--- config.mk ---
export PLATFORM = sky130hd
export DESIGN_NAME = rank_accumulator
export DESIGN_NICKNAME = d
export VERILOG_FILES = /design/src/rtl/rank_accumulator.sv
export SDC_FILE = /design/constraint.sdc
export NUM_CORES = 1
export LEC_CHECK = 0
export BUFFER_PORTS_ARGS = -buffer_cell sky130_fd_sc_hd__buf_2
export CORE_UTILIZATION = 36
export CTS_CLUSTER_SIZE = 28
export DETAILED_ROUTE_END_ITERATION = 10
export MAX_ROUTING_LAYER = met4
export PLACE_DENSITY_LB_ADDON = 0.1
export SETUP_SLACK_MARGIN = 0.05
export SYNTH_ARGS = -nofsm -noshare
export SYNTH_HDL_FRONTEND = slang
export SYNTH_SLANG_ARGS = --single-unit
--- constraint.sdc ---
create_clock -name clk -period 5.4 [get_ports clk]
set_input_delay 1.35 -clock clk [delete_from_list [all_inputs] [get_ports clk]]
set_output_delay 1.35 -clock clk [all_outputs]
set_load 0.01 [all_outputs]
--- src/rtl/rank_accumulator.sv ---
// Sweeps the contribution register file, sums the valid entries and applies the
// damping step; the damped rank is offered on a valid/ready output.
module rank_accumulator #(
  parameter int WIDTH      = 16,
  parameter int ADDWIDTH   = 4,
  parameter int RANKW      = 16,
  parameter int DAMP_NUM   = 217,
  parameter int DAMP_SHIFT = 8,
  parameter int BASE       = 38
) (
  input  logic                clk,
  input  logic                reset,
  input  logic                start,
  output logic                busy,
  output logic                rf_read_enable,
  output logic [ADDWIDTH-1:0] rf_source,
  input  logic [WIDTH-1:0]    rf_data,
  output logic [RANKW-1:0]    rank_out,
  output logic                rank_valid,
  input  logic                rank_ready,
  output logic [ADDWIDTH:0]   valid_count
);

  localparam int DEPTH = 2 ** ADDWIDTH;
  localparam int CONTW = WIDTH - 1;
  localparam int ACCW  = CONTW + ADDWIDTH;
  localparam int NUMW  = $clog2(DAMP_NUM + 1);
  localparam int PRODW = ACCW + NUMW;
  localparam int RESW  = PRODW + 1;

  typedef enum logic [2:0] {IDLE, SCAN, DRAIN, CALC, OUT} state_t;

  state_t              state_q, state_d;
  logic [ADDWIDTH-1:0] addr_q, addr_d;
  logic [ACCW-1:0]     acc_q, acc_d;
  logic [ADDWIDTH:0]   cnt_q, cnt_d;
  logic [RANKW-1:0]    rank_q, rank_d;
  logic [ADDWIDTH:0]   vcnt_q, vcnt_d;
  logic                cap_q;

  function automatic logic [RANKW-1:0] damp_sat(input logic [ACCW-1:0] acc);
    logic [PRODW-1:0] prod;
    logic [RESW-1:0]  res;
    prod = PRODW'(acc) * PRODW'(DAMP_NUM);
    res  = RESW'(prod >> DAMP_SHIFT) + RESW'(BASE);
    if ((res >> RANKW) != '0) damp_sat = {RANKW{1'b1}};
    else                      damp_sat = res[RANKW-1:0];
  endfunction

  always_comb begin
    state_d = state_q;
    addr_d  = addr_q;
    acc_d   = acc_q;
    cnt_d   = cnt_q;
    rank_d  = rank_q;
    vcnt_d  = vcnt_q;
    // cap_q marks the cycle in which the word requested one cycle earlier is on rf_data
    if (cap_q && rf_data[0]) begin
      acc_d = acc_q + ACCW'(rf_data[WIDTH-1:1]);
      cnt_d = cnt_q + {{ADDWIDTH{1'b0}}, 1'b1};
    end
    case (state_q)
      IDLE: begin
        if (start) begin
          state_d = SCAN;
          addr_d  = '0;
          acc_d   = '0;
          cnt_d   = '0;
        end
      end
      SCAN: begin
        if (addr_q == ADDWIDTH'(DEPTH - 1)) begin
          state_d = DRAIN;
          addr_d  = '0;
        end else begin
          addr_d = addr_q + ADDWIDTH'(1);
        end
      end
      DRAIN: state_d = CALC;
      CALC: begin
        rank_d  = damp_sat(acc_q);
        vcnt_d  = cnt_q;
        state_d = OUT;
      end
      OUT: begin
        if (rank_ready) state_d = IDLE;
      end
      default: state_d = IDLE;
    endcase
  end

  always_ff @(posedge clk or posedge reset) begin
    if (reset) begin
      state_q <= IDLE;
      addr_q  <= '0;
      acc_q   <= '0;
      cnt_q   <= '0;
      rank_q  <= '0;
      vcnt_q  <= '0;
      cap_q   <= 1'b0;
    end else begin
      state_q <= state_d;
      addr_q  <= addr_d;
      acc_q   <= acc_d;
      cnt_q   <= cnt_d;
      rank_q  <= rank_d;
      vcnt_q  <= vcnt_d;
      cap_q   <= (state_q == SCAN);
    end
  end

  assign busy           = (state_q != IDLE);
  assign rf_read_enable = (state_q == SCAN);
  assign rf_source      = addr_q;
  assign rank_valid     = (state_q == OUT);
  assign rank_out       = rank_q;
  assign valid_count    = vcnt_q;

endmodule

==> qor.csv <==
stage,metric,value,unit
clock_network,clock_latency,0.31,ns
logic_synthesis,avgSynthCellArea,8.94,sq um
worst_setup_path,path_class,reg -> reg,
global_routing,antenna_found_initial,0,
worst_setup_path,ff2ff_path_depth,16,
sta,holdWs,0.481,ns
global_routing,grt-busiest-layer,met2,
global_routing,grt_overflow_total,0,
routing,viasPerCell,4.99,
worst_setup_path,r2r_end,rank_out[10],
placed_design,hpwl,11700,um
worst_setup_path,worstSetupEndpoint,rank_out[10],
routing,wirelength,14600,um
floorplan,fp.coreArea,0.0168,sq mm
logic_synthesis,synthTopCellsByArea,"dfrtp_1, ha_1, fa_1",
sta,fmax,190,MHz
clock_network,cts_tree,done,
sta,finalCritPeriodShare,0.973,
worst_setup_path,worst-path-buf-inv,2,
logic_synthesis,ys_seq_area_frac,0.213,
layout,drive_gt1_frac,0.249,
floorplan,dieHeight,134,um
clock_network,clk_path_buf_depth,2,
logic_synthesis,yosys.area_share.simple,0.178,
sta,min_period,5.25,ns
worst_setup_path,path_max_fanout,8,
worst_setup_path,rr_startpoint,acc_q[1],
clock_network,clk_pin_slew_worst_paths,0.08,ns
worst_setup_path,endpoint_kind,flip-flop,
global_routing,grt_pass1_wl,23700,um
worst_setup_path,crit_slowest_cell,fa_1,
layout,ff_latch_area,0.00134,sq mm
logic_synthesis,yosysTopAreaCellShare,0.213,
logic_synthesis,synth_compound_area_frac,0.156,
logic_synthesis,synth-async-reset-ratio,1.00,
outcome,status,"complete, no violations",
worst_setup_path,cp-start-kind,flip-flop,
logic_synthesis,synthAdderAreaFrac,0.309,
logic_synthesis,muxShareOfSynthArea,0.00382,
global_routing,grt_pass1_vias,4901,
routing,drcViolationCount,0,
layout,multi_input_area,0.00501,sq mm
logic_synthesis,syn_inst,697,
routing,drt_iter0_markers,179,
floorplan,start_util,0.372,
worst_setup_path,worstSetupPathDepth,16,
worst_setup_path,cp_cell_sequence,ha_4 -> xor2_4 -> ha_4 -> fa_1 -> fa_1 -> ha_4 -> buf_4 -> a2bb2oi_4 -> nor3_4 -> or4_4 -> a311oi_4 -> nand4_2 -> nor4_4 -> mux2i_4 -> clkbuf_16 -> a31oi_1,
clock_network,cts_buffers,5,
sta,hold_violations,0,
sta,finalClockSkew,0.00982,ns
routing,wl_per_cell,14.4,um
logic_synthesis,synthXorXnorAreaFrac,0.0870,
logic_synthesis,synthFlopType,dfrtp_1,
worst_hold_path,worst_hold_path_type,reg -> reg,
logic_synthesis,synth_edf_count,0,
logic_synthesis,yosys_warnings,0,
sta,grt_setup_unrepaired,yes,
layout,area_growth,23.3,%
worst_setup_path,cp_data_arrival_time,5.43,ns
routing,ant_nets,0,
job,drv_cap,0,
logic_synthesis,synthesis.nets,849,
global_routing,grt_usage,0.170,
clock_network,root_buffer,clkbuf_16,
global_routing,use_met1,0.223,
worst_setup_path,cp_common_cell,ha_4,
placed_design,numPortBuffers,47,
sta,finalSetupViolCount,0,
floorplan,ios,48,
logic_synthesis,synth_top_area_cell,dfrtp_1,
layout,nFillCells,1619,
floorplan,num_rows,47,
logic_synthesis,synth_cell_types,65,
global_routing,grt_max_degree,54,
layout,nNetsFinal,938,
layout,diodes,0,
logic_synthesis,ys_ff_latch,53,
global_routing,grt.met2_usage,0.277,
sta,setup_tns,0,ns
sta,drv_slew,0,
routing,first_pass_iters,4,
clock_network,cts.sinks,53,
logic_synthesis,synth_top_family_by_area,adder cells,
logic_synthesis,yosysMostFrequentCell,ha_1,
worst_setup_path,regToRegSetupSlack,0.15,ns
sta,tightest_slew,1.11,ns
clock_network,cts_max_level,2,
logic_synthesis,synth_common_cells,"ha_1, nand2_1, inv_1",
worst_setup_path,required,5.57,ns
worst_setup_path,cpPeakStageDelay,0.57,ns
global_routing,use_met3,0.0259,
placed_design,gp_congestion,0.827,
floorplan,die_area,0.0178,sq mm
logic_synthesis,synth_area,0.00623,sq mm
routing,detailroute.via_count,5020,
worst_setup_path,startpoint,acc_q[1],
floorplan,die_w,134,um
clock_network,hold_buffers,0,
sta,relSlewSlack,0.257,
worst_setup_path,critPathTopFamily,adder cells,
-- routing by layer --
metal	wire (um)	part of all wire
met1	7250	0.50
met5	0	0
met2	6770	0.47
met3	346	0.024
met4	177	0.012
-- repair_timing --
item,CTS,global route
endpoints found under the setup margin,16,16
gates cloned,0,1
buffers inserted,3,18
pin swaps,4,42
gates resized for setup,7,77
-- logic make-up (layout without fill, tap and decap cells) --
group,Yosys count,count (layout)
and+or+nand+nor,225,225
AOI/OAI and AO/OA,137,137
adders and majority gates,132,132
buffers and inverters,87,177
xor gates and xnor gates,61,61
DFF,53,53
muxes,2,2
-- layout make-up --
type	instances	area share
tap	220	0.0358
inverter	73	0.0357
clock inverter	3	0.00277
sequential	53	0.175
clock buffer	5	0.0163
multi-input combinational	557	0.652
timing repair buffer	96	0.0824
-- stage by stage --
stage	setup slack, ns	util	cell area (sq um)	cells
3_3_place_gp	0.121	0.411	6890	977
3_5_place_dp	0.00687	0.411	6890	977
2_1_floorplan	0.216	-	6230	697
4_1_cts	0.0571	0.424	7100	988
5_1_grt	-0.00779	0.458	7680	1007
6_report	0.146	0.458	7680	1007
-- flip-flops by register name (all words and copies together) (netlist names) --
register,count
acc_q,19
rank_out,16
cnt_q,5
valid_count,5
rf_source,4
state_q,3
cap_q,1
-- layout by cell type (no fill, tap or decap), types with 4 or more instances in the layout --
master     synthesis  routed
nand4_1            6       6
a211oi_1           4       4
ha_1              96      69
nand2b_1           7       6
xor2_1            33      32
o21ai_0           22      19
or3_1              5       4
inv_2              0       4
inv_1             73      69
nor2b_1            7       7
a21o_1            18      17
buf_2              1      47
nor4_1             7       6
nor3_1            11      11
dfrtp_2            0      12
fa_1              36      36
dfrtp_1           53      41
ha_4               0      21
and2_1            10       9
xnor2_1           27      23
xnor2_2            0       4
clkbuf_16          0       6
ha_2               0       6
a21oi_1           33      30
nor2_1            60      60
o211ai_1           6       6
a31o_2             4       4
a31oi_1           17      17
nand3_1           15      13
buf_4              0      47
nand2_1           77      75
-- tightest hold or removal path, cell delays in order (launching register included) --
cell and delay (ns):
dfrtp_1 0.35, nand2_1 0.05, nand2_1 0.05
-- how the worst min path moves through the flow --
stage	startpoint	endpoint	slack [ns]	cells after the start
finish	valid_count[1]	valid_count[1]	0.48	2
global route	valid_count[3]	valid_count[3]	0.50	2
CTS	valid_count[1]	valid_count[1]	0.49	2
detailed placement	valid_count[1]	valid_count[1]	0.47	2
global placement	valid_count[4]	valid_count[4]	0.47	2
floorplan	cnt_q[4]	valid_count[4]	0.46	2
Power is left out: the tool's default activity adds up to more than one toggle a clock period on the data nets, which glitch-free logic cannot reach.
